===== src/rtl/wb_arbiter_2.sv =====
// Two-master Wishbone arbiter with round-robin tie break and stall watchdog.
// Ownership is held for the whole cyc so bursts are never split.
module wb_arbiter_2 #(
    parameter int DATA_WIDTH   = 128,
    parameter int ADDR_WIDTH   = 32,
    parameter int SELECT_WIDTH = DATA_WIDTH / 8,
    parameter int TIMEOUT      = 255
) (
    input  logic                    clk,
    input  logic                    rst_n,
    input  logic [ADDR_WIDTH-1:0]   wbm0_adr_i,
    input  logic [DATA_WIDTH-1:0]   wbm0_dat_i,
    input  logic [SELECT_WIDTH-1:0] wbm0_sel_i,
    input  logic                    wbm0_we_i,
    input  logic                    wbm0_stb_i,
    input  logic                    wbm0_cyc_i,
    output logic [DATA_WIDTH-1:0]   wbm0_dat_o,
    output logic                    wbm0_ack_o,
    output logic                    wbm0_err_o,
    output logic                    wbm0_rty_o,
    input  logic [ADDR_WIDTH-1:0]   wbm1_adr_i,
    input  logic [DATA_WIDTH-1:0]   wbm1_dat_i,
    input  logic [SELECT_WIDTH-1:0] wbm1_sel_i,
    input  logic                    wbm1_we_i,
    input  logic                    wbm1_stb_i,
    input  logic                    wbm1_cyc_i,
    output logic [DATA_WIDTH-1:0]   wbm1_dat_o,
    output logic                    wbm1_ack_o,
    output logic                    wbm1_err_o,
    output logic                    wbm1_rty_o,
    output logic [ADDR_WIDTH-1:0]   wbs_adr_o,
    output logic [DATA_WIDTH-1:0]   wbs_dat_o,
    output logic [SELECT_WIDTH-1:0] wbs_sel_o,
    output logic                    wbs_we_o,
    output logic                    wbs_stb_o,
    output logic                    wbs_cyc_o,
    input  logic [DATA_WIDTH-1:0]   wbs_dat_i,
    input  logic                    wbs_ack_i,
    input  logic                    wbs_err_i,
    input  logic                    wbs_rty_i,
    output logic [1:0]              grant,
    output logic                    timeout_o
);

    localparam int CW = (TIMEOUT > 0) ? $clog2(TIMEOUT + 1) : 1;
    localparam logic [CW-1:0] TMAX = CW'(TIMEOUT);

    typedef enum logic [1:0] {IDLE, GNT0, GNT1} state_t;

    state_t        state;
    state_t        state_nxt;
    logic          last_owner;
    logic          last_nxt;
    logic [CW-1:0] cnt;
    logic [CW-1:0] cnt_nxt;
    logic          own_cyc;
    logic          own_stb;
    logic          term;
    logic          abort;
    logic [1:0]    req;

    assign req  = {wbm1_cyc_i, wbm0_cyc_i};
    assign term = wbs_ack_i | wbs_err_i | wbs_rty_i;

    always_comb begin
        own_cyc = 1'b0;
        own_stb = 1'b0;
        if (state == GNT0) begin
            own_cyc = wbm0_cyc_i;
            own_stb = wbm0_stb_i;
        end else if (state == GNT1) begin
            own_cyc = wbm1_cyc_i;
            own_stb = wbm1_stb_i;
        end
    end

    // A slave response in the same cycle always wins over the watchdog.
    assign abort = (TIMEOUT > 0) && (state != IDLE) && own_stb
                   && !term && (cnt == TMAX);

    always_comb begin
        state_nxt = state;
        last_nxt  = last_owner;
        cnt_nxt   = '0;
        case (state)
            IDLE: begin
                unique case (1'b1)
                    (req == 2'b11): state_nxt = last_owner ? GNT0 : GNT1;
                    (req == 2'b01): state_nxt = GNT0;
                    (req == 2'b10): state_nxt = GNT1;
                    default:        state_nxt = IDLE;
                endcase
                if (state_nxt == GNT0) last_nxt = 1'b0;
                if (state_nxt == GNT1) last_nxt = 1'b1;
            end
            GNT0: if (!wbm0_cyc_i) state_nxt = IDLE;
            GNT1: if (!wbm1_cyc_i) state_nxt = IDLE;
            default: state_nxt = IDLE;
        endcase
        if (state != IDLE && own_stb && !term && !abort)
            cnt_nxt = (cnt == TMAX) ? cnt : cnt + CW'(1);
    end

    always_ff @(posedge clk or negedge rst_n) begin
        if (!rst_n) begin
            state      <= IDLE;
            last_owner <= 1'b1;
            cnt        <= '0;
        end else begin
            state      <= state_nxt;
            last_owner <= last_nxt;
            cnt        <= cnt_nxt;
        end
    end

    assign wbs_adr_o = (state == GNT1) ? wbm1_adr_i : wbm0_adr_i;
    assign wbs_dat_o = (state == GNT1) ? wbm1_dat_i : wbm0_dat_i;
    assign wbs_sel_o = (state == GNT1) ? wbm1_sel_i : wbm0_sel_i;
    assign wbs_we_o  = (state == GNT1) ? wbm1_we_i  : wbm0_we_i;
    assign wbs_cyc_o = own_cyc & ~abort;
    assign wbs_stb_o = own_stb & ~abort;

    assign wbm0_dat_o = wbs_dat_i;
    assign wbm1_dat_o = wbs_dat_i;
    assign wbm0_ack_o = (state == GNT0) & wbs_ack_i;
    assign wbm0_err_o = (state == GNT0) & (wbs_err_i | abort);
    assign wbm0_rty_o = (state == GNT0) & wbs_rty_i;
    assign wbm1_ack_o = (state == GNT1) & wbs_ack_i;
    assign wbm1_err_o = (state == GNT1) & (wbs_err_i | abort);
    assign wbm1_rty_o = (state == GNT1) & wbs_rty_i;

    assign grant     = {state == GNT1, state == GNT0};
    assign timeout_o = abort;

endmodule

===== config.mk =====
export PLATFORM = sky130hd
export DESIGN_NAME = wb_arbiter_2
export DESIGN_NICKNAME = d
export VERILOG_FILES = /design/src/rtl/wb_arbiter_2.sv
export SDC_FILE = /design/constraint.sdc
export NUM_CORES = 1
export LEC_CHECK = 0
export BUFFER_PORTS_ARGS = -buffer_cell sky130_fd_sc_hd__buf_2
export CAP_MARGIN = 20
export CORE_AREA = 2 2 360 362
export CTS_CLUSTER_SIZE = 20
export DETAILED_ROUTE_END_ITERATION = 12
export DIE_AREA = 0 0 362 364
export PLACE_DENSITY_LB_ADDON = 0.05
export SYNTH_ARGS = -nofsm -noshare
export SYNTH_HDL_FRONTEND = slang
export SYNTH_SLANG_ARGS = --single-unit

===== constraint.sdc =====
create_clock -name clk -period 4.62 [get_ports clk]
set_clock_uncertainty 0.2 [all_clocks]
set_input_delay 0.693 -clock clk [delete_from_list [all_inputs] [get_ports clk]]
set_output_delay 0.693 -clock clk [all_outputs]
set_load 0.1 [all_outputs]

# Word-level counts from Yosys, hierarchy flattened

Cells that the tools add are included.

Bits in registers: 11
Word-level logic and storage cells: 56

Add/sub/neg operators: 1
Equal/unequal tests: 11
Multiplexer cells: 18
Bitwise operators: 12
Reduce and logical (&&, ||, !) cells: 11

Operators with widths:

| kind                | count |
|---|---|
| $mux 128            | 1 |
| $mux 32             | 1 |
| $mux 16             | 1 |
| $mux 8              | 2 |
| $pmux 2 s3          | 2 |
| $add 8x1->8 const B | 1 |
| $and 1x1->1         | 8 |
| $eq 2x2->1 const B  | 4 |
| $eq 8x8->1 const B  | 1 |
| $mux 2              | 4 |
| $mux 1              | 7 |
| $eq 2x1->1 const B  | 3 |
| $ne 2x2->1 const B  | 3 |
| $logic_and 1x1->1   | 4 |
| $reduce_and 2->1    | 2 |
| $reduce_bool 2->1   | 2 |
| $or 1x1->1          | 3 |
| $logic_not 1->1     | 2 |
| $logic_not 2->1     | 1 |
| $not 1->1           | 1 |

# Longest topological paths before layout

Gate-level depths: netlist (run 1).

Depth in word-level cells: 9
Depth in mapped cells: 7
Depth with buffers taken out: 5

# Least setup slack after synthesis (run 1)

No wires, ideal clock.

Path type: input-to-output
Start: input wbs_err_i
End: output wbm1_err_o
Data arrival time: 3.504 ns
Data required time: 3.727 ns
Path slack: 0.223 ns
Cell stages on the path: 4
Cells stage by stage: nor3_2 a21bo_1 buf_6 o31ai_1

Word-level cells in the longest chain between the ends: 7

Ends and longest elaborated chain:

| item                           | line | RTL |
|---|---|---|
| from (decl)                    | 39   | `input logic wbs_err_i,` |
| $or 1x1->1 (2 in a row)        | 63   | `assign term = wbs_ack_i \| wbs_err_i \| wbs_rty_i;` |
| $logic_not 1->1                | 79   | `&& !term && (cnt == TMAX);` |
| $logic_and 1x1->1 (2 in a row) | 79   |  |
| $or 1x1->1 *                   | 129  | `assign wbm1_err_o = (state == GNT1) & (wbs_err_i \| abort);` |
| $and 1x1->1 *                  | 129  |  |
| to (decl)                      | 29   | `output logic wbm1_err_o,` |

Every way passes the cells marked *; elsewhere a longest branch is shown, timed or not.

# Worst setup path in the final report (run 1)

Start: input wbs_err_i
End: output wbm0_err_o

Word-level cells in the longest chain between the ends: 7

Ends and longest elaborated chain:

| item                           | line | RTL |
|---|---|---|
| $or 1x1->1 (2 in a row)        | 63   |  |
| $logic_not 1->1                | 79   |  |
| $logic_and 1x1->1 (2 in a row) | 79   |  |
| $or 1x1->1 *                   | 126  | `assign wbm0_err_o = (state == GNT0) & (wbs_err_i \| abort);` |
| $and 1x1->1 *                  | 126  |  |
| to (decl)                      | 19   | `output logic wbm0_err_o,` |

Marks and branches as above.

==> results of run 1 <==
-- synthesized netlist by cell type, types with 4 or more instances --
library cell	number
buf_4	256
nor3_1	4
nand3_1	4
mux2_4	175
and2_1	4
and3_1	4
nand2_1	4
dfrtp_1	10
o21ai_0	4
buf_12	19
-- stage by stage --
step	instance area, um2	utilization [%]	std cells
final	8320	6.49	2488
after global routing	8310	6.47	2481
after CTS	8310	6.47	2481
after detailed placement	8230	6.41	2477
after global placement	8230	6.41	2477
after floorplan	5610	-	523
-- worst max-delay path: stages --
cell     delay [ns]
buf_2          0.13
nor3_2         0.36
a21bo_1        0.40
o41ai_2        0.37
buf_2          0.49
-- metal layers --
metal / GRT usage, % / routed length, um
met1: 5.80 / 14800
met2: 9.10 / 18200
met3: 2.57 / 4350
met4: 0.515 / 298
met5: 0 / 176
-- cell type report --
| class | instances | share of cell area, % |
|---|---|---|
| inverters | 4 | 0.271 |
| well taps | 1675 | 25.2 |
| repair buffers | 557 | 34.2 |
| diodes | 7 | 0.210 |
| multi-input cells | 230 | 35.9 |
| flip-flops and latches | 11 | 3.32 |
| clock buffers | 4 | 0.947 |
-- state kept, by name, summed over array words and instances, names as in the netlist --
register	cells
state	2
cnt	8
last_owner	1
-- path summary, 6_finish.rpt --
check | startpoint | endpoint | slack, ns
worst max-delay path | wbs_err_i | wbm0_err_o | 1.27
worst min register to register | cnt[0] | cnt[0] | 0.31
worst min-delay path | rst_n | cnt[0] | 0.14
max in group asynchronous | rst_n | last_owner | 3.80
worst max register to register | cnt[0] | cnt[7] | 2.88
min in group clk | cnt[0] | cnt[0] | 0.31
-- kinds of logic (layout without fill, tap and decap cells) --
| family | count (synthesis) | in the layout | synth area share [%] |
|---|---|---|---|
| buffers and inverters | 282 | 565 | 41.8 |
| multiplexers | 177 | 177 | 47.2 |
| AND/OR/NAND/NOR | 33 | 33 | 3.32 |
| AO/OA/AOI/OAI | 16 | 16 | 2.05 |
| flip-flops | 11 | 11 | 4.93 |
| XOR/XNOR | 3 | 3 | 0.468 |
| adder cells (fa/ha/maj) | 1 | 1 | 0.223 |
| other | 0 | 7 | 0 |
-- where the power goes --
group / switching [uW] / leakage (uW) / total, uW / internal, uW
Clock: 47.6 / 0.0000382 / 164 / 116
Sequential: 10.7 / 0.000148 / 119 / 108
Combinational: 2430 / 0.00365 / 3170 / 734
==> flow_summary.json, run 1 <==
{
  "status": "finished, final reports clean",
  "numPortBuffers": 550,
  "fmax_ghz": 0.299,
  "rows": 132,
  "wire_per_inst_um": 15.2,
  "core_area_mm2": 0.128,
  "required_ns": 3.73,
  "power_density_mw_per_mm2": 414,
  "synth_edf_count": 0,
  "dp_hpwl_mm": 34.6,
  "syn_nets": 1015,
  "cts_buffer_depth": 2,
  "rsz0062_at_grt": "false",
  "total_power_uw": 3450,
  "synth.avg_cell_area_um2": 10.7,
  "cts_root_buffer": "clkbuf_16",
  "crit_path_end_kind": "output pin",
  "ys.flop_type": "dfrtp_1",
  "fillers": 15131,
  "die_x_um": 362,
  "synth_top_area_share_pct": 46.8,
  "grt_overflow": 0,
  "initial_core_util_pct": 4.37,
  "worst_pin_slew_ns": 0.725,
  "finalSetupViolations": 0,
  "clkSlewWorstSetupHoldPaths_ns": 0.05,
  "synth_area_leaders": "mux2_4, buf_4, buf_12",
  "crit_type": "in2out",
  "hold_viol_final": 0,
  "vdd_drop_max_mv": 0.100,
  "syn_to_final_growth_pct": 48.3,
  "drc_errors": 0,
  "numCtsBuffers": 3,
  "regArea_um2": 277,
  "die_y_um": 364,
  "fin_nets": 1299,
  "period_needed_ns": 3.35,
  "ioPinCount": 935,
  "first_iter_violations": 91,
  "htree_levels": 1,
  "via_per_inst": 1.88,
  "crit_arrival_ns": 2.45,
  "ys_ff_latch": 11,
  "relSlewSlack_pct": 52.0,
  "cp-start-kind": "primary input",
  "layout_commonest_cell": "buf_2",
  "slew_violations": 0,
  "final.period_utilization_pct": 72.4,
  "grt_pass1_vias": 4790,
  "track_usage_pct": 5.19,
  "antenna_found_initial": 22,
  "hold_slack_ns": 0.139,
  "ant_nets": 0,
  "ctsHoldBuffers": 0,
  "wl_mm": 37.8,
  "synth_cell_types": 34,
  "r2r_cells": 4,
  "async_flop_share_pct": 100,
  "multiInputGateArea_mm2": 0.00299,
  "postCtsSetupRepairBufs": 0,
  "tritoncts": "built",
  "post-place-ws_ns": 1.11,
  "syn_inst": 523,
  "final_cell_mix": "buf_2, mux2_4, dfrtp_1",
  "clkLatencyLatePin_ns": 0.24,
  "post_cts_resized": 0,
  "hp-class": "in2async",
  "p_leak_uw": 0.00384,
  "grt_pass1_wl_mm": 46.4,
  "die_area_mm2": 0.132,
  "drive_gt1_share_pct": 91.9,
  "vias": 4687,
  "cts.sinks": 11,
  "maxCapViolCount": 0,
  "setup_ws_ns": 1.27,
  "netlist_area_mm2": 0.00561,
  "yosysSeqAreaShare_pct": 4.93,
  "worstPathMaxFanout": 10,
  "grt_start_max_net_pins": 57,
  "globalplace.congestion": 0.693,
  "setup_tns_ns": 0,
  "drt_pass1_iterations": 4,
  "synth_top_cell_by_area": "mux2_4",
  "ys_warn_count": 0
}
Power figures use the tool's default switching activity.
==> run 2: changes to the inputs <==
- clock period: 4.62 -> 2.7 ns (I/O delays scaled with it)
==> run 2 against run 1 <==
  * Wire length decreased by 0.34%
  * Cell count rose by 0.44%
  * Critical path depth stayed put
  * Clock power up 68%
  * Largest cell class is now buffers
  * Largest power group unchanged
  * Highest routed layer unchanged
==> flow_summary.json, run 2 (synthesis gave the netlist of run 1 again) <==
{
  "final_cell_mix": "buf_2, buf_12, mux2_4",
  "core_area_mm2": 0.128,
  "syn_to_final_growth_pct": 101,
  "crit_path_end_kind": "output pin",
  "dp_hpwl_mm": 34.5,
  "fillers": 14832,
  "final.period_utilization_pct": 94.6,
  "first_iter_violations": 79,
  "path_buf_inv": 1,
  "ant_nets": 0,
  "via_per_inst": 1.91,
  "r2r_cells": 5,
  "grt_pass1_wl_mm": 47.2,
  "clkSlewWorstSetupHoldPaths_ns": 0.04,
  "ioPinCount": 935,
  "slew_violations": 0,
  "power_density_mw_per_mm2": 670,
  "antenna_found_initial": 26,
  "cts.sinks": 11,
  "holdPathEnd": "state[1]",
  "p_leak_uw": 0.00492,
  "crit_type": "reg2out",
  "cpLargestDelayFamily": "simple AND/OR/NAND/NOR gates",
  "relSlewSlack_pct": 64.3,
  "grt_overflow": 0,
  "required_ns": 2.10,
  "top_register": "cnt",
  "htree_levels": 1,
  "wire_per_inst_um": 15.1,
  "drive_gt1_share_pct": 92.8,
  "crit_arrival_ns": 1.95,
  "vdd_drop_max_mv": 0.177,
  "r2r_end": "cnt[7]",
  "min_path_cells": 2,
  "numPortBuffers": 550,
  "cts_root_buffer": "clkbuf_16",
  "drc_errors": 0,
  "globalplace.congestion": 0.636,
  "cp-start-kind": "register",
  "vias": 4783,
  "drt_pass1_iterations": 4,
  "numCtsBuffers": 3,
  "layout_commonest_cell": "buf_2",
  "r2r_slack_ns": 0.86,
  "worstPathMaxFanout": 4,
  "regArea_um2": 277,
  "worst_pin_slew_ns": 0.531,
  "fmax_ghz": 0.391,
  "wl_mm": 37.7,
  "hp-start": "wbm0_cyc_i",
  "fin_nets": 1315,
  "finalSetupViolations": 0,
  "total_power_uw": 7540,
  "period_needed_ns": 2.56,
  "hp-class": "in2reg",
  "status": "finished, final reports clean",
  "clkLatencyLatePin_ns": 0.24,
  "grt_start_max_net_pins": 33,
  "cpPeakStageDelay_ns": 0.39,
  "grt_pass1_vias": 5124,
  "die_area_mm2": 0.132,
  "die_x_um": 362,
  "final_util_pct": 8.78,
  "multiInputGateArea_mm2": 0.00304,
  "initial_core_util_pct": 4.37,
  "setup_tns_ns": 0,
  "slowest_stage": "dfrtp_1",
  "tritoncts": "built",
  "r2r-start": "state[1]",
  "largest_reg_flops": 8,
  "maxCapViolCount": 0,
  "track_usage_pct": 5.20,
  "rsz0062_at_grt": "false",
  "largestRegisters": "cnt (8), state (2), last_owner (1)",
  "die_y_um": 364,
  "crit_path_cell_trace": "ha_1 > and3_1 > nand3_2 > o41ai_4 > buf_12",
  "hold_viol_final": 0,
  "rows": 132,
  "cts_buffer_depth": 2
}
==> run 2: power by group <==
group | total, uW | switching (uW) | leakage [uW] | internal [uW]
registers | 198 | 13.2 | 0.000148 | 185
logic | 7070 | 4400 | 0.00474 | 2670
clock network | 276 | 77.0 | 0.0000382 | 199
==> run 2: layer usage <==
layer / part of all wire, % / GRT usage (%)
met1: 35 / 5.34
met5: 0.75 / 0
met2: 49 / 8.98
met4: 1.9 / 1.16
met3: 13 / 3.16
==> run 2: final cells by class <==
cell class	instances	area share, %
repair inverters	1	0.0778
flip-flops and latches	11	2.45
well taps	1675	18.6
inverters	4	0.278
clock buffers	4	0.700
multi-input cells	230	27.0
repair buffers	572	50.9
diodes	2	0.0444
==> run 2: worst max path at each step <==
stage	start	cells after the start	end
after floorplan	state[1]	4	wbm1_err_o
after global placement	state[0]	7	wbs_dat_o[86]
after detailed placement	state[0]	7	wbs_dat_o[86]
after CTS	state[0]	7	wbs_dat_o[86]
after global routing	cnt[0]	5	wbm0_err_o
final	cnt[0]	5	wbm0_err_o
==> run 2: through the flow <==
| stage | std cells | area (um2) | hold slack [ns] | worst slack, ns |
|---|---|---|---|---|
| after global placement | 2487 | 11100 | 0.122 | 0.224 |
| after CTS | 2492 | 11200 | 0.208 | 0.0134 |
| final | 2499 | 11300 | 0.214 | 0.145 |
| after detailed placement | 2487 | 11100 | 0.119 | 0.258 |
| after global routing | 2498 | 11300 | 0.217 | 0.00676 |
| after floorplan | 523 | 5650 | -0.0906 | -0.296 |
==> run 2: what timing repair did <==
| action | 4_1_cts | 5_1_grt |
|---|---|---|
| buffers inserted | 0 | 4 |
| resized for setup | 1 | 4 |
| hold endpoints to repair | 10 | 0 |
| hold buffers | 1 | 0 |
| gates cloned | 0 | 1 |
| setup endpoints to repair | 10 | 48 |
==> run 3: changes to the inputs <==
- PLACE_DENSITY_LB_ADDON: 0.05 -> default
- SKIP_CTS_REPAIR_TIMING: default -> 1
==> run 3 against run 2 <==
  * Cell count is 0.60% higher
  * Global-route usage is 5.9 points higher
  * Via count is 12% higher
  * Sequential power is 3% higher
  * Design area is 0.53% higher
  * Critical path type unchanged
  * Sequential share of layout area hardly changed
  * First-iteration DRC count is 140% higher
==> flow_summary.json, run 3 (synthesis gave the netlist of run 1 again) <==
{
  "numPortBuffers": 550,
  "final_cell_mix": "buf_2, buf_12, mux2_4",
  "required_ns": 2.10,
  "drt_pass1_iterations": 4,
  "grt_overflow": 0,
  "layout_commonest_cell": "buf_2",
  "clkSlewWorstSetupHoldPaths_ns": 0.04,
  "largestRegisters": "cnt (8), state (2), last_owner (1)",
  "wl_mm": 77.4,
  "rsz0062_at_grt": "false",
  "syn_to_final_growth_pct": 102,
  "final_util_pct": 8.82,
  "rows": 132,
  "vdd_drop_max_mv": 0.332,
  "relSlewSlack_pct": 67.8,
  "path_buf_inv": 2,
  "drc_errors": 0,
  "cts.sinks": 11,
  "top_register": "cnt",
  "grt_pass1_vias": 5210,
  "grt_start_max_net_pins": 32,
  "die_x_um": 362,
  "ioPinCount": 935,
  "power_density_mw_per_mm2": 723,
  "grt_pass1_wl_mm": 86.5,
  "wire_per_inst_um": 30.8,
  "crit_type": "reg2out",
  "crit_arrival_ns": 1.98,
  "slowest_stage": "dfrtp_1",
  "ant_nets": 0,
  "track_usage_pct": 11.0,
  "crit_path_end_kind": "output pin",
  "slew_violations": 0,
  "worst_pin_slew_ns": 0.486,
  "drive_gt1_share_pct": 93.1,
  "htree_levels": 1,
  "cpLargestDelayFamily": "compound AO/OA/AOI/OAI gates",
  "first_iter_violations": 192,
  "status": "finished, final reports clean",
  "core_area_mm2": 0.128,
  "tritoncts": "built",
  "multiInputGateArea_mm2": 0.00305,
  "clkLatencyLatePin_ns": 0.25,
  "fillers": 14839,
  "via_per_inst": 2.13,
  "period_needed_ns": 2.58,
  "setup_tns_ns": 0,
  "final.period_utilization_pct": 95.7,
  "worstPathMaxFanout": 10,
  "cpPeakStageDelay_ns": 0.43,
  "die_y_um": 364,
  "maxCapViolCount": 0,
  "antenna_found_initial": 48,
  "cp-start-kind": "register",
  "cts_root_buffer": "clkbuf_16",
  "largest_reg_flops": 8,
  "hold_slack_ns": 0.177,
  "cts_buffer_depth": 2,
  "initial_core_util_pct": 4.37,
  "dp_hpwl_mm": 72.2,
  "vias": 5359,
  "fin_nets": 1314,
  "fmax_ghz": 0.387,
  "numCtsBuffers": 3,
  "regArea_um2": 277,
  "crit_path_cell_trace": "buf_4 > nand3b_1 > a21bo_2 > o31ai_2 > buf_12",
  "hold_viol_final": 0,
  "die_area_mm2": 0.132,
  "finalSetupViolations": 0,
  "globalplace.congestion": 0.910,
  "hp-class": "in2reg",
  "p_leak_uw": 0.00493,
  "total_power_uw": 8190
}
[run 3: routing by layer]
| layer | up-vias | GRT usage [%] | part of all wire, % |
|---|---|---|---|
| li1 | 2134 | - | - |
| met1 | 2343 | 13.1 | 41 |
| met2 | 727 | 17.5 | 45 |
| met3 | 123 | 6.70 | 13 |
| met4 | 32 | 1.07 | 1.5 |
| met5 | - | 0 | 0.28 |
[run 3: final cells by class]
| type | count | area share (%) |
|---|---|---|
| inverter | 4 | 0.365 |
| multi-input combinational | 230 | 26.9 |
| tap | 1675 | 18.5 |
| sequential | 11 | 2.44 |
| antenna | 18 | 0.398 |
| timing repair buffer | 570 | 50.4 |
| timing repair inverter | 2 | 0.243 |
| clock inverter | 1 | 0.0442 |
| clock buffer | 3 | 0.663 |
[run 3: worst paths after layout]
check	start	endpoint	slack (ns)	depth (start not counted)
max	state[1]	wbm1_err_o	0.12	5
min	wbm0_cyc_i	state[1]	0.18	2
max reg2reg	state[1]	cnt[1]	0.97	4
min reg2reg	cnt[0]	cnt[0]	0.30	1
max in group asynchronous	rst_n	last_owner	1.39	2
min in group asynchronous	rst_n	cnt[5]	0.65	2
[run 3: power breakdown]
| part | switching (uW) | leakage, uW | internal (uW) |
|---|---|---|---|
| clock network | 75.4 | 0.0000410 | 196 |
| registers | 19.2 | 0.000148 | 185 |
| logic | 5030 | 0.00474 | 2680 |
[run 3: per-stage QoR]
| step | setup WS [ns] | area, um2 | instances |
|---|---|---|---|
| floorplan | -0.296 | 5650 | 523 |
| global placement | 0.102 | 11100 | 2489 |
| detailed placement | 0.0818 | 11100 | 2489 |
| CTS | -0.173 | 11200 | 2493 |
| global route | 0.0283 | 11300 | 2500 |
| finish | 0.115 | 11300 | 2514 |
